[config.mk]
export PLATFORM = sky130hd
export DESIGN_NAME = vec_wb_stage
export DESIGN_NICKNAME = d
export VERILOG_FILES = /design/src/rtl/vec_wb_stage.sv
export SDC_FILE = /design/constraint.sdc
export NUM_CORES = 2
export LEC_CHECK = 0
export BUFFER_PORTS_ARGS = -buffer_cell sky130_fd_sc_hd__buf_2
export CAP_MARGIN = 20
export CORE_UTILIZATION = 32
export DETAILED_ROUTE_END_ITERATION = 6
export HOLD_SLACK_MARGIN = 0.05
export PLACE_DENSITY_LB_ADDON = 0.25
export REMOVE_ABC_BUFFERS = 1
export SYNTH_ARGS = -nofsm -noshare
export SYNTH_HDL_FRONTEND = slang
export SYNTH_SLANG_ARGS = --single-unit
[constraint.sdc]
create_clock -name clk -period 2.6 [get_ports clk]
set_input_delay 0.26 -clock clk [delete_from_list [all_inputs] [get_ports clk]]
set_output_delay 0.26 -clock clk [all_outputs]
set_load 0.1 [all_outputs]
[src/rtl/vec_wb_stage.sv]
// Elastic MEM/WB stage with a 2-entry skid buffer, synchronous flush and per-lane write masking.
// Optional backpressure counter on stall_cnt is built when VWB_STALL_CNT_EN is defined.
module vec_wb_stage #(
    parameter int N     = 20,
    parameter int LANES = 8,
    parameter int AW    = 4
) (
    input  logic                 clk,
    input  logic                 reset,
    input  logic                 flush,
    input  logic                 in_valid,
    output logic                 in_ready,
    input  logic [LANES*N-1:0]   in_rd,
    input  logic [LANES*N-1:0]   in_alu,
    input  logic [AW-1:0]        in_wa3,
    input  logic                 in_regwrite,
    input  logic                 in_memtoreg,
    input  logic [LANES-1:0]     in_mask,
    output logic                 out_valid,
    input  logic                 out_ready,
    output logic [LANES*N-1:0]   out_rd,
    output logic [LANES*N-1:0]   out_alu,
    output logic [AW-1:0]        out_wa3,
    output logic                 out_regwrite,
    output logic                 out_memtoreg,
    output logic [LANES-1:0]     out_mask
`ifdef VWB_STALL_CNT_EN
    ,
    output logic [15:0]          stall_cnt
`endif
);

    typedef enum logic [1:0] {
        EMPTY = 2'd0,
        ONE   = 2'd1,
        FULL  = 2'd2
    } state_t;

    state_t                state_q;
    logic [LANES*N-1:0]    main_rd_q, main_alu_q, skid_rd_q, skid_alu_q;
    logic [AW-1:0]         main_wa3_q, skid_wa3_q;
    logic                  main_rw_q, main_m2r_q, skid_rw_q, skid_m2r_q;
    logic [LANES-1:0]      main_mask_q, skid_mask_q;
    logic [LANES*N-1:0]    cap_rd_d, cap_alu_d;
    logic                  accept_s, consume_s;

    function automatic logic [LANES*N-1:0] apply_mask(input logic [LANES*N-1:0] data,
                                                      input logic [LANES-1:0]   mask);
        logic [LANES*N-1:0] res;
        res = {(LANES*N){1'b0}};
        for (int i = 0; i < LANES; i++) begin
            if (mask[i]) begin
                res[i*N +: N] = data[i*N +: N];
            end else begin
                res[i*N +: N] = {N{1'b0}};
            end
        end
        return res;
    endfunction

    assign in_ready     = (state_q != FULL);
    assign out_valid    = (state_q != EMPTY);
    assign accept_s     = in_valid && in_ready;
    assign consume_s    = out_valid && out_ready;
    assign cap_rd_d     = apply_mask(in_rd, in_mask);
    assign cap_alu_d    = apply_mask(in_alu, in_mask);
    assign out_rd       = main_rd_q;
    assign out_alu      = main_alu_q;
    assign out_wa3      = main_wa3_q;
    assign out_regwrite = main_rw_q && out_valid;
    assign out_memtoreg = main_m2r_q;
    assign out_mask     = main_mask_q;

    // Occupancy FSM with main/skid storage; flush drops entries but keeps stale data.
    always_ff @(posedge clk) begin
        if (reset) begin
            state_q     <= EMPTY;
            main_rd_q   <= {(LANES*N){1'b0}};
            main_alu_q  <= {(LANES*N){1'b0}};
            main_wa3_q  <= {AW{1'b0}};
            main_rw_q   <= 1'b0;
            main_m2r_q  <= 1'b0;
            main_mask_q <= {LANES{1'b0}};
            skid_rd_q   <= {(LANES*N){1'b0}};
            skid_alu_q  <= {(LANES*N){1'b0}};
            skid_wa3_q  <= {AW{1'b0}};
            skid_rw_q   <= 1'b0;
            skid_m2r_q  <= 1'b0;
            skid_mask_q <= {LANES{1'b0}};
        end else if (flush) begin
            state_q <= EMPTY;
        end else begin
            case (state_q)
                EMPTY: begin
                    if (accept_s) begin
                        main_rd_q   <= cap_rd_d;
                        main_alu_q  <= cap_alu_d;
                        main_wa3_q  <= in_wa3;
                        main_rw_q   <= in_regwrite;
                        main_m2r_q  <= in_memtoreg;
                        main_mask_q <= in_mask;
                        state_q     <= ONE;
                    end
                end
                ONE: begin
                    if (accept_s && consume_s) begin
                        main_rd_q   <= cap_rd_d;
                        main_alu_q  <= cap_alu_d;
                        main_wa3_q  <= in_wa3;
                        main_rw_q   <= in_regwrite;
                        main_m2r_q  <= in_memtoreg;
                        main_mask_q <= in_mask;
                    end else if (accept_s) begin
                        skid_rd_q   <= cap_rd_d;
                        skid_alu_q  <= cap_alu_d;
                        skid_wa3_q  <= in_wa3;
                        skid_rw_q   <= in_regwrite;
                        skid_m2r_q  <= in_memtoreg;
                        skid_mask_q <= in_mask;
                        state_q     <= FULL;
                    end else if (consume_s) begin
                        state_q <= EMPTY;
                    end
                end
                FULL: begin
                    if (consume_s) begin
                        main_rd_q   <= skid_rd_q;
                        main_alu_q  <= skid_alu_q;
                        main_wa3_q  <= skid_wa3_q;
                        main_rw_q   <= skid_rw_q;
                        main_m2r_q  <= skid_m2r_q;
                        main_mask_q <= skid_mask_q;
                        state_q     <= ONE;
                    end
                end
                default: begin
                    state_q <= EMPTY;
                end
            endcase
        end
    end

`ifdef VWB_STALL_CNT_EN
    logic [15:0] stall_cnt_q;

    // Saturating count of cycles where a valid output is held off; only reset clears it.
    always_ff @(posedge clk) begin
        if (reset) begin
            stall_cnt_q <= 16'h0000;
        end else if (out_valid && !out_ready && (stall_cnt_q != 16'hFFFF)) begin
            stall_cnt_q <= stall_cnt_q + 16'h0001;
        end
    end

    assign stall_cnt = stall_cnt_q;
`endif

endmodule

==> results.md <==
Status:
- The flow ran to the end, but the final reports show violations.
- The checks that failed: design-rule violations.

Logic synthesis:
- Sequential cells were found to cover between 40% and 50% of the synthesized design area.
- The flip-flop and latch count after synthesis is 670.
- The Yosys warning count is 0.
- The average footprint of a synthesized cell is approximately 7.7 um2.
- Among all flip-flop cells after synthesis, the most frequent one is sky130_fd_sc_hd__dfxtp_1.
- The proportion of register bits with asynchronous set or reset after synthesis is 0%.
- In this run the cell area of the synthesized design comes to between 20,000 and 30,000 um2.
- Yosys mapped a number of flops with a built-in enable equal to 0.
- The gate count after technology mapping is approximately 3,800.
- The post-synthesis cell type count is 24.

Timing:
- The count of final max-slew check failures came to 0.
- The worst slew margin relative to its limit is between 20% and 30%.
- In the final timing run, aggregate negative setup slack is 0 ns.
- The worst hold slack is 0.102 ns.
- The worst clock skew is a little under 0.02 ns.
- The final worst-path cycle share is roughly 94%.
- In the post-route analysis, the smallest setup slack over all paths is 0.158 ns.
- The hold violation total from the final report came to 0.
- Setup violations remaining at the end of the flow were counted as 0.
- Timing would allow up to slightly above 400 MHz.
- Setup repair after global routing left no endpoint under its margin.
- The final critical path time including I/O delays and setup is roughly 2.4 ns.
- At the pin with the least slew margin, the transition time is between 1 and 1.5 ns.

Finish:
- The combined area of the multi-input logic cells is 13,900 um2.
- With fillers left out, the area of the finished cells amounts to slightly below 40,000 um2.
- The count of filler cells inserted in the layout is ~9,100.
- Of the cells placed in the final design, the portion with a size suffix greater than 1 is between 10% and 20%.
- Relative to the synthesized area, the layout overhead comes to 35.8%.
- Leaving out fill and tap cells, the most frequent cells in the layout are sky130_fd_sc_hd__buf_2 (670), sky130_fd_sc_hd__dfxtp_1 (670), sky130_fd_sc_hd__nand2_1 (669).
- The number of nets in the layout is 4,908.
- The sequential cell area in the final layout is 13,400 um2.
- Cells fill 44.0% of the core in the end.

Critical path:
- The slowest cell on the critical path is sky130_fd_sc_hd__dlygate4sd3_1.
- The family of cells with the greatest summed delay on the critical path is buffers and inverters.
- The required arrival time at the worst endpoint is 3.15 ns.
- The kind of critical path is register to register.
- The launching element type of the critical path is a register.
- The buffering stage count on the worst path with inverters included is 3.
- The critical path runs through a total of 7 cells.
- For the worst setup path, the data arrival time is around 3 ns.
- Traced cell by cell, the critical path runs through nand2b_1 > nor3_4 > buf_12 > buf_12 > nand3_1 > dlygate4sd3_1 > a21oi_1.
- The highest fanout seen on the critical path is roughly 40.
- For the worst flop-to-flop path, the logic depth is 7.
- The peak per-stage delay on the critical path is roughly 0.59 ns.
- The critical path endpoint category is a register.
- The cell repeated most along the worst path is sky130_fd_sc_hd__buf_12.

Route:
- Once detail routing completed, the nets flagged for antenna violations numbered 0.
- The total routed wirelength is between 100,000 and 150,000 um.
- After the first detailed-routing iteration, the DRC count stood at approximately 2,700.
- The routed length per placed instance is about 18 um.
- After detailed routing, the wire length on met1 is ~46,000 um.
- Wire segments on met3 add up to a little under 6000 um in the final route.
- The highest metal layer carrying signal wires in the routed design is met5.
- The first-pass detailed-route iteration total is 7.
- The number of remaining DRC errors is 10.
- The met2 wire length is 48,800 um.
- The final route contains 30,900 vias.
- After detailed routing, the number of vias per cell comes to roughly 5.3.

Die:
- The area enclosed by the die boundary is between 90,000 and 100,000 um2.
- The effective utilization at floorplan is 32.4%.
- The number of rows in the core area is 110.
- For this design the top-level I/O count stands at 675.
- In this run the vertical extent of the chip is between 300 and 400 um.
- Measured along the x axis, the die boundary spans a little over 300 um.
- After floorplanning, the core was sized to cover approximately 90,000 um2.

Run:
- Max-cap violations in this run came to 0.

Global route:
- The number of antenna violations at the first check in global routing was 4.
- The pin count of the biggest net entering global routing is 239.
- Global routing consumed, over all layers together, about a fifth of the routing resources.
- After global routing the overflow that remains totals 0.
- The first global-routing pass estimated 163,000 um of wire.
- The via count of the first global-routing pass was 28,700.

Placed design:
- Before CTS, the worst setup slack after placement is between 0.4 and 0.5 ns.
- The half-perimeter wire length after detailed placement is about 64,000 um.
- The placed standard-cell area is 33,800 um2.
- Routability-driven placement finished with a final weighted congestion of about 0.82.
- The port buffer count is 674.

Clocking:
- The sink count of the clock tree is 670.
- The number of buffers created by CTS is 78.
- The root buffer cell chosen for the clock tree is sky130_fd_sc_hd__clkbuf_16.
- The maximum level of the CTS H-tree is 3.
- The clock tree buffer depth is 3.
- The source-to-sink clock delay at the later pin of the worst-skew pair is between 0.6 and 0.7 ns.
- Post-CTS timing repair inserted 0 buffers for setup.
- The clock transition at the register clock pins on the worst setup and hold paths after CTS is about 0.060 ns.
- TritonCTS built the clock tree.

Power:
- Across the VDD grid, the largest voltage drop is approximately 0.47 mV.
- Summed over all cells, the static leakage comes to about 15 nW.
- Dividing total power by cell area gives a power density of approximately 630 nW/um2.

Hold path:
- The tightest min-delay check is of the input port to register type.
- The number of cells traversed by the worst hold path is 3.
[Yosys cell counts, types with 2 or more instances]
cell	instances	area (um2)
sky130_fd_sc_hd__a211o_1	320	2800
sky130_fd_sc_hd__a21oi_1	657	3290
sky130_fd_sc_hd__buf_1	36	135
sky130_fd_sc_hd__buf_2	94	470
sky130_fd_sc_hd__buf_4	8	60.1
sky130_fd_sc_hd__buf_6	12	135
sky130_fd_sc_hd__clkbuf_1	294	1100
sky130_fd_sc_hd__dfxtp_1	670	13400
sky130_fd_sc_hd__mux2i_1	14	140
sky130_fd_sc_hd__nand2_1	669	2510
sky130_fd_sc_hd__nand2b_1	2	12.5
sky130_fd_sc_hd__nand3_1	640	3200
sky130_fd_sc_hd__nor2b_1	16	100
sky130_fd_sc_hd__nor3_1	2	10.0
sky130_fd_sc_hd__o21ai_0	334	1670
sky130_fd_sc_hd__o41ai_1	14	123
[flip-flops by register name, indices dropped and copies added, names as in the netlist]
signal and flops:
main_rw_q 1, out_alu 160, out_mask 8, out_memtoreg 1, out_rd 160, out_wa3 4
skid_alu_q 160, skid_m2r_q 1, skid_mask_q 8, skid_rd_q 160, skid_rw_q 1, skid_wa3_q 4
state_q 2
[layout make-up]
cell class                      instances  area share (%)
Clock buffer                          119            5.81
Inverter                                1          0.0284
Sequential cell                       670            33.8
Antenna cell                            2          0.0126
Timing Repair Buffer                 1143            21.1
Tap cell                             1176            3.71
Multi-Input combinational cell       2675            35.1
Clock inverter                         19           0.463
[metal layers]
metal / track usage [%] / vias up
met2: 34.6 / 981
li1: - / 15000
met5: 0 / -
met3: 3.45 / 186
met4: 8.32 / 4
met1: 28.4 / 14800
[report_power, final]
group	internal, mW	switching [mW]
Combinational	1.06	2.58
Sequential	10.5	0.111
Clock	6.32	4.51
[final timing paths]
kind                        from               to  slack (ns)
setup / recovery      state_q[0]   skid_rd_q[130]        0.16
hold / removal        in_mask[6]  skid_alu_q[132]        0.10
setup reg to reg      state_q[0]   skid_rd_q[130]        0.16
hold reg to reg   skid_mask_q[0]   skid_mask_q[0]        0.45
[tightest hold or removal path, delay by kind of cell]
family          cells  cell delay, ns
simple gates        1            0.12
compound gates      1            0.06
buf+inv             1            0.24
[stage by stage]
step,power (mW),cells
floorplan,12.7,3346
global placement,14.0,5325
detailed placement,14.0,5325
CTS,25.3,5803
global route,25.9,5805
finish,25.0,5805
[cells by family after synthesis]
| logic type | after synthesis | share of synthesized area [%] |
|---|---|---|
| multiplexers | 14 | 0.479 |
| buffers and inverters | 445 | 6.53 |
| AND/OR/NAND/NOR | 1334 | 20.1 |
| AO/OA/AOI/OAI | 1327 | 27.0 |
| flip-flops | 670 | 45.9 |
[what timing repair did]
action | CTS | global route
resized for setup | 0 | 1
endpoints found under the hold margin | 643 | 0
hold buffers | 340 | 0
setup endpoints to repair | 0 | 1
Power figures use the tool's default switching activity.
